[config.mk]
export PLATFORM = sky130hd
export DESIGN_NAME = rect_draw_scheduler
export DESIGN_NICKNAME = d
export VERILOG_FILES = /design/src/rtl/pong_draw_pkg.sv /design/src/rtl/rect_draw_scheduler_rr_arbiter.sv /design/src/rtl/rect_draw_scheduler.sv
export SDC_FILE = /design/constraint.sdc
export NUM_CORES = 1
export LEC_CHECK = 0
export BUFFER_PORTS_ARGS = -buffer_cell sky130_fd_sc_hd__buf_2
export CAP_MARGIN = 10
export CELL_PAD_IN_SITES_DETAIL_PLACEMENT = 0
export CELL_PAD_IN_SITES_GLOBAL_PLACEMENT = 2
export CORE_MARGIN = 3
export CORE_UTILIZATION = 29
export DETAILED_ROUTE_END_ITERATION = 10
export PLACE_DENSITY_LB_ADDON = 0.1
export RECOVER_POWER = 100
export SYNTH_ARGS = -nofsm -noshare
export SYNTH_HDL_FRONTEND = slang
export SYNTH_HIERARCHICAL = 1
export SYNTH_SLANG_ARGS = --single-unit
[constraint.sdc]
create_clock -name clock -period 7.2 [get_ports clock]
set_input_delay 1.08 -clock clock [delete_from_list [all_inputs] [get_ports clock]]
set_output_delay 1.08 -clock clock [all_outputs]
set_load 0.1 [all_outputs]
[src/rtl/pong_draw_pkg.sv]
// Shared types and constants for the pong rectangle draw path.
// Latency: n/a (declarations only).
// Backpressure: n/a.
package pong_draw_pkg;

    localparam int X_W       = 8;
    localparam int Y_W       = 9;
    localparam int COLOUR_W  = 16;
    localparam int X_MAX_DEF = 239;
    localparam int Y_MAX_DEF = 319;

    typedef enum logic [1:0] {
        IDLE = 2'd0,
        DRAW = 2'd1,
        DONE = 2'd2
    } state_t;

endpackage

[src/rtl/rect_draw_scheduler_rr_arbiter.sv]
// Round-robin grant among draw requesters; optional clear-screen priority (CLEAR_PRIORITY_EN).
// Latency: grant is combinational; pointer moves one edge after grant_take.
// Backpressure: none, the caller only strobes grant_take when it accepts the grant.
module rr_arbiter #(
    parameter int N_REQ = 4,
    parameter int IDX_W = (N_REQ > 1) ? $clog2(N_REQ) : 1
) (
    input  logic             clock,
    input  logic             reset,
    input  logic [N_REQ-1:0] req,
    input  logic             grant_take,
    output logic             gnt_vld,
    output logic [IDX_W-1:0] gnt_idx
);

    logic [IDX_W-1:0] ptr_q;
    logic [IDX_W-1:0] ptr_d;
    logic [IDX_W:0]   sum;
    logic [IDX_W-1:0] cand;

    // First set request at or after the pointer, wrapping; scan from the far end so the nearest wins.
    always_comb begin
        gnt_vld = 1'b0;
        gnt_idx = '0;
        sum     = '0;
        cand    = '0;
        for (int i = N_REQ - 1; i >= 0; i--) begin
            sum = {1'b0, ptr_q} + (IDX_W+1)'(i);
            if (sum >= (IDX_W+1)'(N_REQ)) begin
                sum = sum - (IDX_W+1)'(N_REQ);
            end
            cand = sum[IDX_W-1:0];
            if (req[cand]) begin
                gnt_vld = 1'b1;
                gnt_idx = cand;
            end
        end
`ifdef CLEAR_PRIORITY_EN
        // Clear screen overrides rotation so a full-screen wipe is never starved behind sprites.
        if (req[0]) begin
            gnt_vld = 1'b1;
            gnt_idx = '0;
        end
`endif
    end

    // Pointer moves past the winner as soon as it is taken; the next arbitration is only after DONE.
    always_comb begin
        ptr_d = ptr_q;
        if (grant_take && gnt_vld) begin
            ptr_d = (gnt_idx == IDX_W'(N_REQ - 1)) ? '0 : gnt_idx + 1'b1;
        end
    end

    // Pointer register.
    always_ff @(posedge clock or posedge reset) begin
        if (reset) begin
            ptr_q <= '0;
        end else begin
            ptr_q <= ptr_d;
        end
    end

endmodule

[src/rtl/rect_draw_scheduler.sv]
// Shares the LCD pixel port between rectangle requesters, scanning X inner / Y outer (CLEAR_PRIORITY_EN gives requester 0 priority).
// Latency: first pixel_valid one cycle after the grant edge; done pulses the cycle after the last pixel.
// Backpressure: pixel_ready low holds pixel_x/y/colour and the scan position stable.
module rect_draw_scheduler
#(
    parameter int N_REQ    = 4,
    parameter int X_MAX    = pong_draw_pkg::X_MAX_DEF,
    parameter int Y_MAX    = pong_draw_pkg::Y_MAX_DEF,
    parameter int COLOUR_W = pong_draw_pkg::COLOUR_W
) (
    input  logic                               clock,
    input  logic                               reset,
    input  logic [N_REQ-1:0]                   req,
    input  logic [N_REQ*pong_draw_pkg::X_W-1:0] rect_x0,
    input  logic [N_REQ*pong_draw_pkg::X_W-1:0] rect_x1,
    input  logic [N_REQ*pong_draw_pkg::Y_W-1:0] rect_y0,
    input  logic [N_REQ*pong_draw_pkg::Y_W-1:0] rect_y1,
    input  logic [N_REQ*COLOUR_W-1:0]          rect_colour,
    output logic [N_REQ-1:0]                   done,
    output logic                               busy,
    output logic                               pixel_valid,
    input  logic                               pixel_ready,
    output logic [pong_draw_pkg::X_W-1:0]      pixel_x,
    output logic [pong_draw_pkg::Y_W-1:0]      pixel_y,
    output logic [COLOUR_W-1:0]                pixel_colour
);
    import pong_draw_pkg::*;

    localparam int IDX_W = (N_REQ > 1) ? $clog2(N_REQ) : 1;

    state_t            state_q, state_d;
    logic [IDX_W-1:0]  gnt_q, gnt_d;
    logic [X_W-1:0]    x0_q, x0_d, x1_q, x1_d;
    logic [Y_W-1:0]    y1_q, y1_d;
    logic [X_W-1:0]    pixel_x_q, pixel_x_d;
    logic [Y_W-1:0]    pixel_y_q, pixel_y_d;
    logic [COLOUR_W-1:0] colour_q, colour_d;
    logic              pixel_valid_q, pixel_valid_d;
    logic              busy_q, busy_d;
    logic [N_REQ-1:0]  done_q, done_d;

    logic              gnt_vld;
    logic [IDX_W-1:0]  gnt_idx;
    logic              grant_take;

    logic [X_W-1:0]    x0_sel, x1_sel, x0_c, x1_c;
    logic [Y_W-1:0]    y0_sel, y1_sel, y0_c, y1_c;
    logic [COLOUR_W-1:0] colour_sel;

    rr_arbiter #(
        .N_REQ (N_REQ),
        .IDX_W (IDX_W)
    ) u_arb (
        .clock      (clock),
        .reset      (reset),
        .req        (req),
        .grant_take (grant_take),
        .gnt_vld    (gnt_vld),
        .gnt_idx    (gnt_idx)
    );

    // Pick the candidate's rectangle and clamp it onto the panel before it is ever latched.
    always_comb begin
        x0_sel     = rect_x0[int'(gnt_idx)*X_W +: X_W];
        x1_sel     = rect_x1[int'(gnt_idx)*X_W +: X_W];
        y0_sel     = rect_y0[int'(gnt_idx)*Y_W +: Y_W];
        y1_sel     = rect_y1[int'(gnt_idx)*Y_W +: Y_W];
        colour_sel = rect_colour[int'(gnt_idx)*COLOUR_W +: COLOUR_W];
        x0_c = (x0_sel > X_W'(X_MAX)) ? X_W'(X_MAX) : x0_sel;
        x1_c = (x1_sel > X_W'(X_MAX)) ? X_W'(X_MAX) : x1_sel;
        y0_c = (y0_sel > Y_W'(Y_MAX)) ? Y_W'(Y_MAX) : y0_sel;
        y1_c = (y1_sel > Y_W'(Y_MAX)) ? Y_W'(Y_MAX) : y1_sel;
    end

    // Grant/scan/done sequencing; every output is computed here and registered below.
    always_comb begin
        state_d       = state_q;
        gnt_d         = gnt_q;
        x0_d          = x0_q;
        x1_d          = x1_q;
        y1_d          = y1_q;
        pixel_x_d     = pixel_x_q;
        pixel_y_d     = pixel_y_q;
        colour_d      = colour_q;
        pixel_valid_d = pixel_valid_q;
        done_d        = '0;
        grant_take    = 1'b0;
        case (state_q)
            IDLE: begin
                if (gnt_vld) begin
                    grant_take = 1'b1;
                    gnt_d      = gnt_idx;
                    x0_d       = x0_c;
                    x1_d       = x1_c;
                    y1_d       = y1_c;
                    colour_d   = colour_sel;
                    pixel_x_d  = x0_c;
                    pixel_y_d  = y0_c;
                    if ((x0_c > x1_c) || (y0_c > y1_c)) begin
                        // Nothing to paint: report completion without touching the port.
                        state_d         = DONE;
                        done_d[gnt_idx] = 1'b1;
                    end else begin
                        state_d       = DRAW;
                        pixel_valid_d = 1'b1;
                    end
                end
            end
            DRAW: begin
                if (pixel_valid_q && pixel_ready) begin
                    if (pixel_x_q == x1_q) begin
                        if (pixel_y_q == y1_q) begin
                            state_d       = DONE;
                            pixel_valid_d = 1'b0;
                            done_d[gnt_q] = 1'b1;
                        end else begin
                            pixel_x_d = x0_q;
                            pixel_y_d = pixel_y_q + 1'b1;
                        end
                    end else begin
                        pixel_x_d = pixel_x_q + 1'b1;
                    end
                end
            end
            DONE: begin
                state_d = IDLE;
            end
            default: begin
                state_d       = IDLE;
                pixel_valid_d = 1'b0;
            end
        endcase
        busy_d = (state_d != IDLE);
    end

    // State and registered outputs; reset drops everything, including a draw in progress.
    always_ff @(posedge clock or posedge reset) begin
        if (reset) begin
            state_q       <= IDLE;
            gnt_q         <= '0;
            x0_q          <= '0;
            x1_q          <= '0;
            y1_q          <= '0;
            pixel_x_q     <= '0;
            pixel_y_q     <= '0;
            colour_q      <= '0;
            pixel_valid_q <= 1'b0;
            busy_q        <= 1'b0;
            done_q        <= '0;
        end else begin
            state_q       <= state_d;
            gnt_q         <= gnt_d;
            x0_q          <= x0_d;
            x1_q          <= x1_d;
            y1_q          <= y1_d;
            pixel_x_q     <= pixel_x_d;
            pixel_y_q     <= pixel_y_d;
            colour_q      <= colour_d;
            pixel_valid_q <= pixel_valid_d;
            busy_q        <= busy_d;
            done_q        <= done_d;
        end
    end

    assign done         = done_q;
    assign busy         = busy_q;
    assign pixel_valid  = pixel_valid_q;
    assign pixel_x      = pixel_x_q;
    assign pixel_y      = pixel_y_q;
    assign pixel_colour = colour_q;

endmodule

Word level (Yosys, flattened, before mapping)
Cells that the tools add are included.
{"block": "totals", "ram_bits": 0, "reg_bits": 70, "inputBits": 207, "mem_count": 0, "romBits": 0, "latchBits": 0}
{"block": "classes", "muxes": 59, "n_reduce_logical": 12, "n_div": 0, "n_shift": 5, "mul": 1, "order_cmp": 18, "bitwise": 1, "n_eq_ne": 12, "add_sub_neg": 10}
{"operator": "$shiftx 32x6->8", "n": 2}
{"operator": "$shiftx 64x7->16", "n": 1}
{"operator": "$mux 9", "n": 6}
{"operator": "$mux 8", "n": 6}
{"operator": "$shiftx 36x32->9", "n": 1}
{"operator": "$shiftx 36x7->9", "n": 1}
{"operator": "$mux 2", "n": 14}
{"operator": "$mux 4", "n": 5}
{"operator": "$gt 9x9->1 const B", "n": 2}
{"operator": "$lt 2x3->1 const B", "n": 6}
{"operator": "$pmux 9 s2", "n": 1}
{"operator": "$mux 1", "n": 17}
{"operator": "$gt 8x8->1 const B", "n": 2}
{"operator": "$pmux 8 s2", "n": 1}
{"operator": "$ne 2x2->1 const B", "n": 5}
{"operator": "$add 9x1->9 const B", "n": 1}
{"operator": "$eq 9x9->1", "n": 1}
{"operator": "$ge 3x3->1 const B", "n": 3}
{"operator": "$gt 9x9->1", "n": 1}
{"operator": "$add 8x1->8 const B", "n": 1}
{"operator": "$bmux 1 s2", "n": 4}
{"operator": "$eq 8x8->1", "n": 1}
{"operator": "$gt 8x8->1", "n": 1}
{"operator": "$pmux 4 s2", "n": 1}
{"operator": "other kinds (23)", "n": 34}

Longest topological paths before layout
{"block": "depth", "depth_word": 19, "ltp_mapped": 17}

Cells and area by module
Netlist, hierarchy kept.
{"mod": "rect_draw_scheduler", "cells_each": 490, "n_inst": 1, "area_per_inst_um2": 5022.3}
{"mod": "rr_arbiter", "cells_each": 25, "n_inst": 1, "area_per_inst_um2": 165.2}

Least setup slack after synthesis
OpenSTA, ideal clock, no wires.
{"block": "synth_timing", "path_kind": "input to register", "from": "input req[3]", "to": "register state_q[1]", "t_arrival_ns": 4.311, "setup_slack_ns": 2.740, "n_path_buf": 4, "path_stages": 17, "path_cell_list": "inv_1 -> a22o_1 -> a211o_1 -> inv_1 -> buf_6 -> buf_6 -> buf_4 -> buf_4 -> mux4_2 -> nor2_1 -> ha_1 -> nor2b_1 -> o21a_1 -> o21ai_0 -> a31oi_1 -> o21ai_0 -> o21ai_0"}
{"block": "synth_between", "elab_chain_len": 15, "elab_cells_between_ends": 35}
{"element": "start, declared", "line": "rect_draw_scheduler.sv:13", "source": "input logic [N_REQ-1:0] req,"}
{"element": "$bmux 1 s2", "line": "rect_draw_scheduler_rr_arbiter.sv:33", "source": "if (req[cand]) begin"}
{"element": "$mux 1 (not written as such)", "line": "rect_draw_scheduler_rr_arbiter.sv:33"}
{"element": "$mux 2 (3 in a row)", "line": "rect_draw_scheduler_rr_arbiter.sv:33"}
{"element": "$mux 2 (*)", "line": "rect_draw_scheduler_rr_arbiter.sv:33"}
{"element": "via gnt_idx[0]", "line": "rect_draw_scheduler.sv:43", "source": "logic [IDX_W-1:0] gnt_idx;"}
{"element": "$mul 2x4->6", "line": "rect_draw_scheduler.sv:66, rect_draw_scheduler.sv:67"}
{"element": "$shiftx 36x32->9 or $shiftx 36x7->9 (tied branches)", "line": "rect_draw_scheduler.sv:66, rect_draw_scheduler.sv:67"}
{"element": "$gt 9x9->1 (on tied branches)", "line": "rect_draw_scheduler.sv:71, rect_draw_scheduler.sv:72"}
{"element": "$mux 9 (on tied branches)", "line": "rect_draw_scheduler.sv:71, rect_draw_scheduler.sv:72"}
{"element": "$gt 9x9->1", "line": "rect_draw_scheduler.sv:99", "source": "if ((x0_c > x1_c) || (y0_c > y1_c)) begin"}
{"element": "$logic_or 1x1->1 (*)", "line": "rect_draw_scheduler.sv:99"}
{"element": "$mux 2 (*)", "line": "rect_draw_scheduler.sv:99"}
{"element": "$mux 2 (*)", "line": "rect_draw_scheduler.sv:90", "source": "if (gnt_vld) begin"}
{"element": "$pmux 2 s2 (*)", "line": "rect_draw_scheduler.sv:88", "source": "case (state_q)"}
{"element": "via state_d[1]", "line": "rect_draw_scheduler.sv:31", "source": "state_t state_q, state_d;"}
{"element": "end signal, assigned", "line": "rect_draw_scheduler.sv:151", "source": "state_q <= state_d;"}
{"element": "end, declared", "line": "rect_draw_scheduler.sv:31"}
Mark *: on every way through the listed nets, which the timed path passes. The rest lies on a longest branch. The select of a mux whose other input is x is not followed.
A chain may end at the register's enable or synchronous reset.

Worst setup path after layout
{"block": "layout_timing", "from": "input req[1]", "to": "register u_arb.ptr_q[0]"}
{"block": "layout_between", "elab_chain_len": 9, "elab_cells_between_ends": 22}
{"element": "$bmux 1 s2", "line": "rect_draw_scheduler_rr_arbiter.sv:33"}
{"element": "$mux 1 (not written as such)", "line": "rect_draw_scheduler_rr_arbiter.sv:33"}
{"element": "$mux 1 (3 in a row)", "line": "rect_draw_scheduler_rr_arbiter.sv:33"}
{"element": "$mux 1 (*)", "line": "rect_draw_scheduler_rr_arbiter.sv:33"}
{"element": "via gnt_vld", "line": "rect_draw_scheduler.sv:42", "source": "logic gnt_vld;"}
{"element": "$mux 1", "line": "rect_draw_scheduler.sv:90"}
{"element": "$mux 1", "line": "rect_draw_scheduler.sv:88"}
{"element": "$logic_and 1x1->1 (*)", "line": "rect_draw_scheduler_rr_arbiter.sv:50", "source": "if (grant_take && gnt_vld) begin"}
{"element": "end signal, assigned", "line": "rect_draw_scheduler_rr_arbiter.sv:60", "source": "ptr_q <= ptr_d;"}
{"element": "end, declared", "line": "rect_draw_scheduler_rr_arbiter.sv:16", "source": "logic [IDX_W-1:0] ptr_q;"}
Marked as above.

==> impl_metrics.csv <==
group,metric,value,unit
status,status,"complete, but fails checks",
status,failed_checks,"capacitance limit, slew limit",
clocking,hold_buffers,0,
min_path,min_path_type,"reg2reg",
detailed_routing,wl,19.2,mm
setup_path,slowest_stage,"clkbuf_1",
min_path,hold_depth,2,
synth,synth_nets,741,
synth,yosysWarnings,6,
synth,synth_area_leaders,"dfrtp_1, mux4_2, nand2_1",
detailed_routing,via_count,4887,
global_routing,antenna_found_initial,3,
setup_path,start_kind,"input port",
synth,synth_cells,515,
global_routing,grt_pass1_vias,5206,
min_path,hold_path_end,"pixel_colour[0]",
floorplan,fp.dieW,140,µm
timing,fmax,170,MHz
detailed_routing,drt_iter0_markers,232,
synth,synth-edff-count,0,
synth,yosysUniqueCellTypes,46,
floorplan,die_y,140,µm
setup_path,path_cells,"clkbuf_1 > nor2_1 > nand2_1 > nor2_1 > or2_2 > inv_1 > nand2_2 > clkbuf_1 > clkinv_1 > clkbuf_1 > nand2_1 > nor2_1 > a21oi_1",
timing,finClkSkew,0.0114,ns
floorplan,ios,246,
clocking,clk_latency,0.34,ns
pwr,power_density,165,nW/µm²
synth,synth_top_cell_by_area,"dfrtp_1",
global_routing,grt_max_degree,69,
setup_path,rr_worst_depth,8,
synth,synthArstFlopShare,100,%
synth,synth_area,5190,µm²
min_path,hp-start,"pixel_colour[0]",
setup_path,rr_startpoint,"state_q[1]",
setup_path,crit_path_end_kind,"flip-flop",
setup_path,r2r_slack,1.79,ns
synth,seq_area_frac_synth,33.8,%
detailed_routing,vias_per_cell,4.98,
clocking,numClockSinks,70,
global_routing,grt_pass1_wl,30.0,mm
clocking,cts_resized,0,
floorplan,die-area,19500,µm²
timing,hold_viol,0,
detailed_routing,wire_per_inst,19.6,µm
timing,min_period,5.87,ns
synth,synth_commonest_cells,"nand2_1, dfrtp_1, mux4_2",
timing,finalCritPeriodShare,81.5,%
timing,worstMarginPinSlew,3.98,ns
setup_path,crit_type,"in2reg",
clocking,cts_max_level,3,
place,port_buffers,245,
job,drv_cap,3,
floorplan,core_area,17400,µm²
clocking,cts.path.max_buffers,2,
pwr,power_leakage,3.30,nW
pwr,ir_drop,0.113,mV
timing,slew_viol_final,152,
place,place.gp.congestion,0.878,
synth,syn_avg_cell_area,10.1,µm²
global_routing,gr-total-overflow,0,
clocking,cts_setup_buffers,0,
cells_and_area,nets,975,
place,hpwl,15.4,mm
timing,grt_setup_unrepaired,"no",
clocking,cts_tree,"built",
setup_path,cp_data_arrival_time,6.13,ns
floorplan,row_count,48,
floorplan,start_util,29.8,%
synth,synth_seq_cells,70,
detailed_routing,antenna_left,0,
clocking,clk_pin_slew,0.06,ns
clocking,clockRootBuffer,"clkbuf_16",
place,post-place-cells,962,
synth,ys.flop_type,"dfrtp_1",
timing,setup_viol,0,
cells_and_area,postLayoutCoreUtil,39.1,%
setup_path,cp_max_fo,65,
clocking,cts_buffers,9,
synth,synth_top_area_share,33.8,%
timing,slew_headroom,-165,%
cells_and_area,drive_gt1_share,39.6,%
setup_path,worstPathRequired,7.46,ns
cells_and_area,area_delta_synth_final,31.2,%
setup_path,worst_path_largest_cell_delay,2.04,ns
cells_and_area,final_cells,981,
timing,finalSetupTns,0,ns
pwr,power.total,1.12,mW
detailed_routing,post-route-drc-count,0,
detailed_routing,firstDrtPassIters,5,
setup_path,reg2reg_to,"u_arb/ptr_q[0]",
synth,synth.most_common_cell,"nand2_1",
global_routing,grtUsageTotal,19.8,%
## power by group
group | switching (mW) | leakage [nW] | internal, mW
sequential | 0.00153 | 0.954 | 0.394
combinational | 0.139 | 2.20 | 0.141
clock | 0.172 | 0.141 | 0.275
total | 0.312 | 3.30 | 0.810
## registers in the layout (all words and copies together), names as in the netlist
register      cells
x0_q              8
u_arb/ptr_q       2
x1_q              8
pixel_y           9
busy              1
pixel_colour     16
pixel_valid       1
gnt_q             2
y1_q              9
done              4
pixel_x           8
state_q           2
## cells by family after synthesis
kind of cell    synth area share (%)
simple gates                    16.4
compound gates                  10.8
flops                           33.8
mux                             25.4
buf+inv                         5.02
xor+xnor                        4.05
fa+ha+maj                       4.58
## placed cells by master, fill, tap and decap left out, types with 2 or more instances in the layout
cell type	synthesis	routed
nor2b_1	3	3
a21o_1	2	2
xnor2_1	21	21
nor3_1	5	5
inv_1	21	19
nand3_1	15	15
buf_4	3	2
ha_1	19	19
a31oi_1	3	3
clkinv_2	0	3
o21a_1	3	3
or2_2	12	12
nor2_1	26	26
clkbuf_16	0	9
dfrtp_1	70	70
and3_1	7	7
mux2_2	9	8
buf_2	7	204
o22ai_1	3	3
nand4_1	6	6
a211oi_1	2	2
mux2i_1	7	7
diode_2	0	3
clkbuf_1	12	45
o21ai_0	44	45
mux2_1	0	2
clkinv_1	1	2
o32ai_1	4	4
a21oi_1	24	23
mux4_2	49	49
nand2b_1	8	8
xor2_1	3	3
nand2_1	104	103
## through the flow
stage          hold slack [ns]  area [µm²]  setup WS (ns)
2_1_floorplan            0.441        5190           2.74
3_3_place_gp             0.457        6580           1.65
3_5_place_dp             0.459        6580           1.53
4_1_cts                  0.473        6870           1.88
5_1_grt                  0.504        6810          0.723
6_report                 0.476        6810           1.33
## worst max-delay path by stage
stage,start,end
2_1_floorplan,req[3],state_q[1]
3_3_place_gp,req[1],state_q[1]
3_5_place_dp,req[1],state_q[1]
4_1_cts,req[1],state_q[1]
5_1_grt,req[1],pixel_y[3]
6_report,req[1],u_arb/ptr_q[0]
## critical path: cells and delay by family
family	cells	cell delay, ns
and+or+nand+nor	7	1.09
AOI/OAI and AO/OA	1	0.12
buffers and inverters	5	3.81
## area by class of cell
cell class	count	area [µm²]
clock buffer	11	243
multi-input combinational	394	3170
tap	225	282
antenna	3	7.51
inverter	22	83.8
fill	1778	10600
sequential	70	1750
timing repair buffer	252	1230
clock inverter	4	47.5
## metal layers
metal  global-route usage, %  vias up  wire, µm
met3                    5.02       19      1280
li1                        -     2342         -
met5                       0        -         0
met1                    27.4     2339      8750
met4                    5.10        0       264
met2                    31.0      187      8890
Power figures use the tool's default switching activity.
